===== src/rtl/pipe_defs.sv =====
// Shared definitions for the MAC pipeline issue stage: one-hot
// instruction bit positions, issuer state encoding, word checker.
package pipe_defs;

   localparam int INST_W   = 8;
   localparam int NOP      = 0;
   localparam int LD_DATA  = 1;
   localparam int LD_COEFF = 2;
   localparam int MULT     = 3;
   localparam int ADD      = 4;
   localparam int WRITE    = 5;

   localparam logic [INST_W-1:0] NOP_WORD = INST_W'(1) << NOP;

   typedef enum logic [1:0] {
      IDLE  = 2'd0,
      RUN   = 2'd1,
      DRAIN = 2'd2
   } iss_state_t;

   // A word is malformed if empty, if it combines more than one of
   // the memory ops, or if it pairs an op with its own hazard partner.
   function automatic logic is_malformed(input logic [INST_W-1:0] w);
      logic [1:0] n_mem;
      n_mem = 2'(w[LD_DATA]) + 2'(w[LD_COEFF]) + 2'(w[WRITE]);
      return (w == '0)
          || (n_mem > 2'd1)
          || (w[MULT] && (w[LD_DATA] || w[LD_COEFF]))
          || (w[ADD] && w[WRITE]);
   endfunction

endpackage


===== src/rtl/hazard_scoreboard.sv =====
// Load->MULT and WRITE->ADD spacing tracker for the issuer.
// Ports: clk, reset (async high), issued (word sent this cycle),
// cand (word waiting at pc), stall (cand must wait).
module hazard_scoreboard
   import pipe_defs::*;
#(
   parameter int LOAD_LAT  = 2,
   parameter int WRITE_LAT = 2
) (
   input  logic              clk,
   input  logic              reset,
   input  logic [INST_W-1:0] issued,
   input  logic [INST_W-1:0] cand,
   output logic              stall
);

   localparam int LW = $clog2(LOAD_LAT + 1);
   localparam int WW = $clog2(WRITE_LAT + 1);

   logic [LW-1:0] ld_cnt_q, ld_cnt_d;
   logic [WW-1:0] wr_cnt_q, wr_cnt_d;
   logic          unused_bits;

   assign unused_bits = ^{issued, cand};

   always_comb begin
      ld_cnt_d = ld_cnt_q;
      wr_cnt_d = wr_cnt_q;
      if (issued[LD_DATA] || issued[LD_COEFF]) begin
         ld_cnt_d = LW'(LOAD_LAT - 1);
      end else if (ld_cnt_q != '0) begin
         ld_cnt_d = ld_cnt_q - LW'(1);
      end
      if (issued[WRITE]) begin
         wr_cnt_d = WW'(WRITE_LAT - 1);
      end else if (wr_cnt_q != '0) begin
         wr_cnt_d = wr_cnt_q - WW'(1);
      end
   end

   always_ff @(posedge clk or posedge reset) begin
      if (reset) begin
         ld_cnt_q <= '0;
         wr_cnt_q <= '0;
      end else begin
         ld_cnt_q <= ld_cnt_d;
         wr_cnt_q <= wr_cnt_d;
      end
   end

   assign stall = (cand[MULT] && (ld_cnt_q != '0))
               || (cand[ADD]  && (wr_cnt_q != '0));

endmodule


===== src/rtl/inst_issuer.sv =====
// Program sequencer feeding one-hot words to the MAC pipeline, with
// hazard bubbles and a NOP drain tail.
// Ports: clk, reset (async high); prog_we/prog_addr/prog_data write
// the program; prog_len/start launch; inst, busy, done, illegal, pc.
// Option STALL_COUNT_EN adds stall_cnt[15:0] (stall cycles this run).
module inst_issuer
   import pipe_defs::*;
#(
   parameter  int PROG_DEPTH   = 16,
   parameter  int LOAD_LAT     = 2,
   parameter  int WRITE_LAT    = 2,
   parameter  int DRAIN_CYCLES = 4,
   localparam int AW           = $clog2(PROG_DEPTH)
) (
   input  logic              clk,
   input  logic              reset,
   input  logic              prog_we,
   input  logic [AW-1:0]     prog_addr,
   input  logic [INST_W-1:0] prog_data,
   input  logic [AW:0]       prog_len,
   input  logic              start,
   output logic [INST_W-1:0] inst,
   output logic              busy,
   output logic              done,
   output logic              illegal,
   output logic [AW-1:0]     pc
`ifdef STALL_COUNT_EN
   ,
   output logic [15:0]       stall_cnt
`endif
);

   localparam int DW = (DRAIN_CYCLES > 1) ? $clog2(DRAIN_CYCLES) : 1;

   logic [INST_W-1:0] mem [PROG_DEPTH];

   iss_state_t        state_q, state_d;
   logic [AW:0]       len_q, len_d;
   logic [AW-1:0]     pc_q, pc_d;
   logic [INST_W-1:0] inst_q, inst_d;
   logic              illegal_q, illegal_d;
   logic [DW-1:0]     drain_q, drain_d;

   logic [INST_W-1:0] word;
   logic              bad;
   logic              hz_stall;
   logic              stall_ev;
   logic              last_word;
   logic              drain_end;

   // Writes land at the edge, so a same-cycle start reads the new word.
   always_ff @(posedge clk) begin
      if (prog_we && !busy) begin
         mem[prog_addr] <= prog_data;
      end
   end

   assign word      = mem[pc_q];
   assign bad       = is_malformed(word);
   assign last_word = ({1'b0, pc_q} == (len_q - (AW+1)'(1)));
   assign drain_end = (drain_q == DW'(DRAIN_CYCLES - 1));

   hazard_scoreboard #(
      .LOAD_LAT  (LOAD_LAT),
      .WRITE_LAT (WRITE_LAT)
   ) u_sb (
      .clk    (clk),
      .reset  (reset),
      .issued (inst_d),
      .cand   (word),
      .stall  (hz_stall)
   );

   always_comb begin
      state_d   = state_q;
      len_d     = len_q;
      pc_d      = pc_q;
      inst_d    = NOP_WORD;
      illegal_d = illegal_q;
      drain_d   = drain_q;
      stall_ev  = 1'b0;
      unique case (state_q)
         IDLE: begin
            if (start) begin
               len_d     = prog_len;
               pc_d      = '0;
               illegal_d = 1'b0;
               drain_d   = '0;
               state_d   = (prog_len == '0) ? DRAIN : RUN;
            end
         end
         RUN: begin
            // A malformed word is consumed as a NOP, never stalled.
            if (bad) begin
               illegal_d = 1'b1;
               pc_d      = pc_q + AW'(1);
            end else if (hz_stall) begin
               stall_ev  = 1'b1;
            end else begin
               inst_d    = word;
               pc_d      = pc_q + AW'(1);
            end
            if (!stall_ev && last_word) begin
               state_d = DRAIN;
               drain_d = '0;
            end
         end
         DRAIN: begin
            if (drain_end) begin
               state_d = IDLE;
            end else begin
               drain_d = drain_q + DW'(1);
            end
         end
         default: state_d = IDLE;
      endcase
   end

   always_ff @(posedge clk or posedge reset) begin
      if (reset) begin
         state_q   <= IDLE;
         len_q     <= '0;
         pc_q      <= '0;
         inst_q    <= NOP_WORD;
         illegal_q <= 1'b0;
         drain_q   <= '0;
      end else begin
         state_q   <= state_d;
         len_q     <= len_d;
         pc_q      <= pc_d;
         inst_q    <= inst_d;
         illegal_q <= illegal_d;
         drain_q   <= drain_d;
      end
   end

   assign inst    = inst_q;
   assign busy    = (state_q != IDLE);
   assign done    = (state_q == DRAIN) && drain_end;
   assign illegal = illegal_q;
   assign pc      = pc_q;

`ifdef STALL_COUNT_EN
   logic [15:0] stall_cnt_q, stall_cnt_d;

   always_comb begin
      stall_cnt_d = stall_cnt_q;
      if ((state_q == IDLE) && start) begin
         stall_cnt_d = '0;
      end else if (stall_ev && (stall_cnt_q != 16'hFFFF)) begin
         stall_cnt_d = stall_cnt_q + 16'd1;
      end
   end

   always_ff @(posedge clk or posedge reset) begin
      if (reset) begin
         stall_cnt_q <= '0;
      end else begin
         stall_cnt_q <= stall_cnt_d;
      end
   end

   assign stall_cnt = stall_cnt_q;
`endif

endmodule


===== config.mk =====
export PLATFORM = sky130hd
export DESIGN_NAME = inst_issuer
export DESIGN_NICKNAME = d
export VERILOG_FILES = /design/src/rtl/pipe_defs.sv /design/src/rtl/hazard_scoreboard.sv /design/src/rtl/inst_issuer.sv
export SDC_FILE = /design/constraint.sdc
export NUM_CORES = 1
export LEC_CHECK = 0
export CELL_PAD_IN_SITES_DETAIL_PLACEMENT = 0
export CELL_PAD_IN_SITES_GLOBAL_PLACEMENT = 1
export CORE_MARGIN = 2
export CORE_UTILIZATION = 55
export DETAILED_ROUTE_END_ITERATION = 6
export HOLD_SLACK_MARGIN = 0.1
export PLACE_DENSITY_LB_ADDON = 0.1
export SLEW_MARGIN = 10
export SYNTH_ARGS = -nofsm -noshare
export SYNTH_HDL_FRONTEND = slang
export SYNTH_SLANG_ARGS = --single-unit
export TNS_END_PERCENT = 5

===== constraint.sdc =====
create_clock -name clk -period 4.45 [get_ports clk]
set_input_delay 0.89 -clock clk [delete_from_list [all_inputs] [get_ports clk]]
set_output_delay 0.89 -clock clk [all_outputs]
set_load 0.005 [all_outputs]

==> reports/results.env, run 1 <==
CLKLATENCYLATEPIN_NS=0.42
CRIT_PATH_START_KIND='register'
AVGSYNTHCELLAREA_UM2=16.8
FINAL_LAYOUT_SIZE_SUFFIX_GT1_SHARE_PCT=15.8
FINALSETUPVIOLCOUNT=0
CLOCK_PIN_SLEW_REPORTED_FOR_THE_WORST_SETUP_AND_HOLD_PATHS_AFTER_CLOCK_TREE_SYNTHESIS_NS=0.06
HOLD_BUFFERS=0
P_TOTAL_uW=4770
LAYOUT_COMMONEST_CELL='sky130_fd_sc_hd__edfxtp_1'
DRT_DRC_VIOLATIONS_LEFT=5
TIGHTESTPINTRANSITION_NS=1.10
FLOORPLAN.INITIALDENSITY_PCT=56.6
COUNT_OF_SYNTHESIS_STAGE_WARNINGS_FROM_YOSYS=0
POSTSYNTHREGISTERBITS=154
FINAL.SETUP.TNS_NS=0
IO_PINS=36
DETAIL_ROUTE.VIAS_PER_CELL=5.96
DETAILEDROUTE.FIRSTPASSITERATIONCOUNT=6
DRTANTENNAVIOLNETS=0
NUMBER_OF_MAXIMUM_CAPACITANCE_CONSTRAINT_VIOLATIONS=0
FINALCLOCKSKEW_NS=0.0115
NUMBER_OF_ANTENNA_VIOLATIONS_AT_THE_FIRST_CHECK_IN_GLOBAL_ROUTING=0
LARGEST_NET_DEGREE_AT_THE_START_OF_GLOBAL_ROUTING=27
TOP_LAYER='met4'
PORTBUFFERS=35
YS_SEQ_AREA_SHARE_PCT=69.0
CRIT_FANOUT=26
CTS_MAX_PATH_BUFFERS=2
SYN_TO_FINAL_GROWTH_PCT=15.5
FINALCRITPERIODSHARE_PCT=73.3
FINISH.INSTANCE_AREA_UM2=7530
ENDPOINT_KIND='register'
TRITONCTS='done'
GLOBALROUTEOVERFLOWTOTAL=0
OUTCOME='complete, but fails checks'
CHIPWIDTH_UM=113
CLOCKROOTBUFFER='sky130_fd_sc_hd__clkbuf_16'
SYNTH.CELL_AREA_UM2=6520
PLACE_AREA_UM2=7000
FIRST_GLOBAL_VIAS=3633
IR_WORST_VDD_mV=0.404
DR_ITER_0_VIOLS=247
MET3WIRELENGTH_UM=718
POWER.DENSITY_nW_PER_UM2=634
PRE_CTS_WS_NS=1.21
HOLDCRITPATHCLASS='register to register'
CTS.SINKS=154
CTS_MAX_LEVEL=4
FINAL-MAX-SLEW-VIOLATION-COUNT=0
SYNTH.NET_COUNT=415
POWER.LEAKAGE_uW=0.00264
ROUTED-VIA-COUNT=3520
SYN-INSTANCE-COUNT=388
PERIOD_NEEDED_NS=3.26
ROUTED_WIRE_LENGTH_PER_INSTANCE_UM=22.3
CRITICAL_PATH_CLASS='register to register'
TOTAL_NUMBER_OF_NETS_IN_THE_FINAL_DESIGN=463
FINAL-HOLD-VIOLATION-COUNT=0
ROUTABILITYCONGESTION=0.793
FLOORPLAN.ROWS=39
FINAL_CELL_MIX='sky130_fd_sc_hd__edfxtp_1 (128), sky130_fd_sc_hd__clkdlybuf4s50_1 (35), sky130_fd_sc_hd__nor2_1 (30)'
POST_ROUTE_M1_WL_UM=5760
POST-ROUTE-WORST-SETUP-SLACK_NS=1.19
CRITPATHARRIVALTIME_NS=3.61
DETAILEDPLACEMENTHPWL_UM=8760
GRT_FIRST_PASS_WIRELENGTH_UM=20800
CRITPATHREQUIREDTIME_NS=4.80
FINALHOLDWORSTSLACK_NS=0.526
FMAX_MHz=307
GRTUSAGETOTAL_PCT=22.6
CTS_POST_SETUP_BUFFERS_INSERTED=0
CTS_RESIZED=0
GRT_SETUP_UNREPAIRED='false'
SYNTH-EDFF-COUNT=128
R2R_SLACK_NS=1.19
MET2WIRELENGTH_UM=6460
SYNTHDISTINCTLIBCELLS=58
SYNTHFLOPTYPE='sky130_fd_sc_hd__edfxtp_1'
RELSLEWSLACK_PCT=26.2
DIEHEIGHT_UM=113
VIOLATIONS='DRC'
DESIGN.CORE.AREA_UM2=11500
DIE-AREA_UM2=12700
ROUTED_WIRELENGTH_UM=13200
N_ANTENNA_CELL=0
NUMCTSBUFFERS=17
SYNTH_ASYNC_SR_FLOP_SHARE_PCT=16.9
[final timing paths]
| path | from | to | cells past startpoint |
|---|---|---|---|
| setup / recovery | pc[0] | inst[0] | 10 |
| hold reg to reg | illegal | illegal | 1 |
| min in group asynchronous | reset | pc[2] | 2 |
| hold / removal | illegal | illegal | 1 |
| max in group asynchronous | reset | pc[0] | 2 |
| setup reg to reg | pc[0] | inst[0] | 10 |
[power breakdown]
group	total, µW	switching (µW)	internal, µW
clock network	1300	539	757
logic	1620	869	753
registers	1860	164	1690
[critical path, stage by stage, from the launching register on]
cell and delay, ns:
sky130_fd_sc_hd__dfrtp_2 0.79, sky130_fd_sc_hd__mux4_1 0.64, sky130_fd_sc_hd__mux2i_1 0.15, sky130_fd_sc_hd__mux2_2 0.23, sky130_fd_sc_hd__inv_1 0.06, sky130_fd_sc_hd__ha_1 0.30, sky130_fd_sc_hd__a41o_1 0.18, sky130_fd_sc_hd__a31oi_1 0.17
sky130_fd_sc_hd__o221a_4 0.31, sky130_fd_sc_hd__o211ai_4 0.13, sky130_fd_sc_hd__or2_1 0.22
[routing by layer]
layer	track usage [%]	vias up
met5	0	-
met4	7.32	0
met3	7.77	16
met2	35.9	84
met1	30.0	1791
li1	-	1629
[area by class of cell]
| type | instances | area [µm²] |
|---|---|---|
| tap | 143 | 179 |
| fill | 808 | 3990 |
| multi-input combinational | 205 | 1850 |
| sequential | 154 | 4500 |
| clock inverter | 13 | 105 |
| timing repair buffer | 45 | 425 |
| clock buffer | 18 | 429 |
| inverter | 13 | 48.8 |
[synthesized netlist by cell type, types with 5 or more instances]
cell	count	share of area, %
sky130_fd_sc_hd__a22oi_1	10	1.2
sky130_fd_sc_hd__buf_4	5	0.58
sky130_fd_sc_hd__dfrtp_1	25	9.6
sky130_fd_sc_hd__edfxtp_1	128	59
sky130_fd_sc_hd__ha_1	6	1.2
sky130_fd_sc_hd__mux2i_1	21	3.2
sky130_fd_sc_hd__nor2b_1	5	0.48
sky130_fd_sc_hd__nand2_1	19	1.1
sky130_fd_sc_hd__a21oi_1	10	0.77
sky130_fd_sc_hd__nor2_1	30	1.7
sky130_fd_sc_hd__nand3_1	6	0.46
sky130_fd_sc_hd__mux4_1	8	3.2
sky130_fd_sc_hd__mux4_2	16	5.5
sky130_fd_sc_hd__inv_1	12	0.69
sky130_fd_sc_hd__mux2_2	8	1.4
[per-stage QoR]
| stage | std cells | utilization (%) |
|---|---|---|
| 3_3_place_gp | 560 | 60.7 |
| 6_report | 591 | 65.4 |
| 5_1_grt | 591 | 65.4 |
| 2_1_floorplan | 388 | - |
| 3_5_place_dp | 560 | 60.7 |
| 4_1_cts | 591 | 65.4 |
[flip-flops by register name (all words and copies together), names as in the netlist]
signal	count
illegal	1
drain_q	2
mem	128
u_sb.ld_cnt_q	2
len_q	5
inst	8
u_sb.wr_cnt_q	2
state_q	2
pc	4
[kinds of logic after synthesis]
kind of cell    synth area share, %
buf+inv                        2.80
simple gates                   6.55
fa+ha+maj                      1.15
xor+xnor                      0.941
mux                            13.4
flops                          69.0
compound gates                 6.24
Power figures use the tool's default switching activity.
==> run 2, diff against run 1 <==
CORE_UTILIZATION = 51   (was 55)
clock period = 3.1 ns   (was 4.45 ns; I/O delays follow)
==> run 2 against run 1 <==
The flow now finishes without violations. Sequential cell count unchanged. Final cell count rose by 8.6%. Sequential share of layout area shrank 1.8 points. Clock power up 50%. Clock skew rose by 0.019 ns. Total power is 47% higher. Die area is 7.6% higher. Wire length is 1.3% lower. First-iteration DRC count increased by 2.4%. Combinational power increased by 51%. Setup slack got worse by 1.0 ns. Fmax rose by 11%. Largest cell class unchanged. Highest routed layer unchanged.
==> reports/results.env, run 2 (same netlist as run 1, synthesis figures left out) <==
HOLDCRITPATHCLASS='register to register'
R2R_SLACK_NS=0.16
FINAL-HOLD-VIOLATION-COUNT=0
DIEHEIGHT_UM=117
POWER.DENSITY_nW_PER_UM2=902
N_ANTENNA_CELL=0
REG2REG_FROM='pc[0]'
CRIT_SLOWEST_CELL='sky130_fd_sc_hd__mux4_1'
DRTANTENNAVIOLNETS=0
FINAL_CELL_MIX='sky130_fd_sc_hd__edfxtp_1 (128), sky130_fd_sc_hd__clkdlybuf4s50_1 (35), sky130_fd_sc_hd__nor2_1 (30), sky130_fd_sc_hd__buf_4 (30), sky130_fd_sc_hd__dfrtp_1 (24)'
ROUTED-VIA-COUNT=3595
CHIPWIDTH_UM=117
CRITICAL_PATH.MAX_STAGE_DELAY_NS=0.57
CRIT_PATH_START_KIND='register'
PORTBUFFERS=35
FLOORPLAN.INITIALDENSITY_PCT=51.9
R2R_END='inst[0]'
REGISTER_RANKED_FIRST_BY_FLIP_FLOP_COUNT='mem'
LARGEST_NET_DEGREE_AT_THE_START_OF_GLOBAL_ROUTING=38
GLOBALROUTEOVERFLOWTOTAL=0
CRITICAL_PATH.CELL_CHAIN='mux4_1 > mux2i_1 > mux2_2 > inv_1 > ha_1 > a41o_1 > a31oi_1 > o221a_4 > o211ai_4 > or2_1'
NUMBER_OF_ANTENNA_VIOLATIONS_AT_THE_FIRST_CHECK_IN_GLOBAL_ROUTING=0
HOLD_PATH_STARTPOINT='u_sb.ld_cnt_q[0]'
CRITICAL_PATH_CLASS='register to register'
LARGEST_REG_FLOPS=128
FMAX_MHz=340
GRT_SETUP_UNREPAIRED='false'
FINAL_LAYOUT_SIZE_SUFFIX_GT1_SHARE_PCT=20.4
CLOCKROOTBUFFER='sky130_fd_sc_hd__clkbuf_16'
WORSTHOLDENDPOINT='u_sb.ld_cnt_q[0]'
FINALCRITPERIODSHARE_PCT=94.9
CRITPATHARRIVALTIME_NS=3.31
CRIT_FANOUT=11
TIGHTESTPINTRANSITION_NS=0.564
TOTAL_NUMBER_OF_NETS_IN_THE_FINAL_DESIGN=484
TIMING.HOLD.WORST_PATH_DEPTH=2
CTS_MAX_PATH_BUFFERS=2
POWER.LEAKAGE_uW=0.00277
CLOCK_PIN_SLEW_REPORTED_FOR_THE_WORST_SETUP_AND_HOLD_PATHS_AFTER_CLOCK_TREE_SYNTHESIS_NS=0.06
FINALSETUPVIOLCOUNT=0
DETAILEDPLACEMENTHPWL_UM=8820
PATH_DELAY_FAMILY='multiplexers'
FINALCLOCKSKEW_NS=0.0307
ROUTABILITYCONGESTION=0.804
OUTCOME='finished clean'
FLOORPLAN.ROWS=41
DR_ITER_0_VIOLS=253
DESIGN.CORE.AREA_UM2=12600
CP_BUF_INV_COUNT=1
CTS.SINKS=154
LAYOUT_COMMONEST_CELL='sky130_fd_sc_hd__edfxtp_1'
IR_WORST_VDD_mV=0.429
ROUTED_WIRE_LENGTH_PER_INSTANCE_UM=20.3
NUMBER_OF_MAXIMUM_CAPACITANCE_CONSTRAINT_VIOLATIONS=0
DETAIL_ROUTE.VIAS_PER_CELL=5.60
TRITONCTS='done'
REG2REGPATHDEPTH=10
CLKLATENCYLATEPIN_NS=0.44
DETAILEDROUTE.FIRSTPASSITERATIONCOUNT=5
FIRST_GLOBAL_VIAS=3512
DIE-AREA_UM2=13700
GRTUSAGETOTAL_PCT=21.1
GRT_FIRST_PASS_WIRELENGTH_UM=20300
RELSLEWSLACK_PCT=62.3
FINAL-MAX-SLEW-VIOLATION-COUNT=0
FINALHOLDWORSTSLACK_NS=0.508
SYN_TO_FINAL_GROWTH_PCT=19.2
CTS_MAX_LEVEL=4
P_TOTAL_uW=7010
DRT_DRC_VIOLATIONS_LEFT=0
HOLD_BUFFERS=0
ROUTED_WIRELENGTH_UM=13000
IO_PINS=36
CRITPATHREQUIREDTIME_NS=3.47
ENDPOINT_KIND='register'
PERIOD_NEEDED_NS=2.94
FINAL.SETUP.TNS_NS=0
NUMCTSBUFFERS=17
-- run 2: report_power, final --
part / switching, µW / leakage [µW] / total (µW) / internal, µW
clock network: 832 / 0.000274 / 1950 / 1120
registers: 179 / 0.00148 / 2610 / 2430
logic: 1280 / 0.00102 / 2450 / 1170
-- run 2: per-stage QoR --
stage	worst slack (ns)	cells	instance area (µm²)	util, %
2_1_floorplan	0.355	388	6520	-
3_3_place_gp	0.152	608	7180	57.1
3_5_place_dp	0.0638	608	7180	57.1
4_1_cts	0.0483	640	7750	61.7
5_1_grt	0.0179	642	7770	61.8
6_report	0.159	642	7770	61.8
-- run 2: worst max path at each step --
stage | cells after the start | end | from | slack, ns
after CTS | 10 | inst[0] | pc[0] | 0.05
after floorplan | 12 | illegal | pc[0] | 0.35
final | 10 | inst[0] | pc[0] | 0.16
after global placement | 10 | inst[0] | pc[0] | 0.15
after global routing | 10 | inst[0] | pc[0] | 0.02
after detailed placement | 10 | inst[0] | pc[0] | 0.06
-- run 2: timing repair --
action                                  in CTS  in global routing
setup buffers                                0                  2
gates resized for setup                      0                  1
endpoints found under the setup margin       0                 10
-- run 2: layout make-up --
cell class	count	area, µm²
repair buffers	66	596
flip-flops and latches	154	4500
clock inverters	15	144
multi-input cells	205	1840
inverters	13	48.8
fillers	940	4800
clock buffers	17	425
well taps	172	215
-- run 2: routing by layer --
layer	GRT usage [%]	vias to the layer above	routed length (µm)
met5	0	-	0
met4	8.55	0	189
met3	5.10	12	642
met2	32.6	96	6380
met1	29.2	1819	5790
li1	-	1668	-
-- run 2: worst min-delay path, cell delays in order, from the launching register on --
cell                      delay (ns)
sky130_fd_sc_hd__dfrtp_1        0.36
sky130_fd_sc_hd__xor2_1         0.07
sky130_fd_sc_hd__nand2_1        0.05
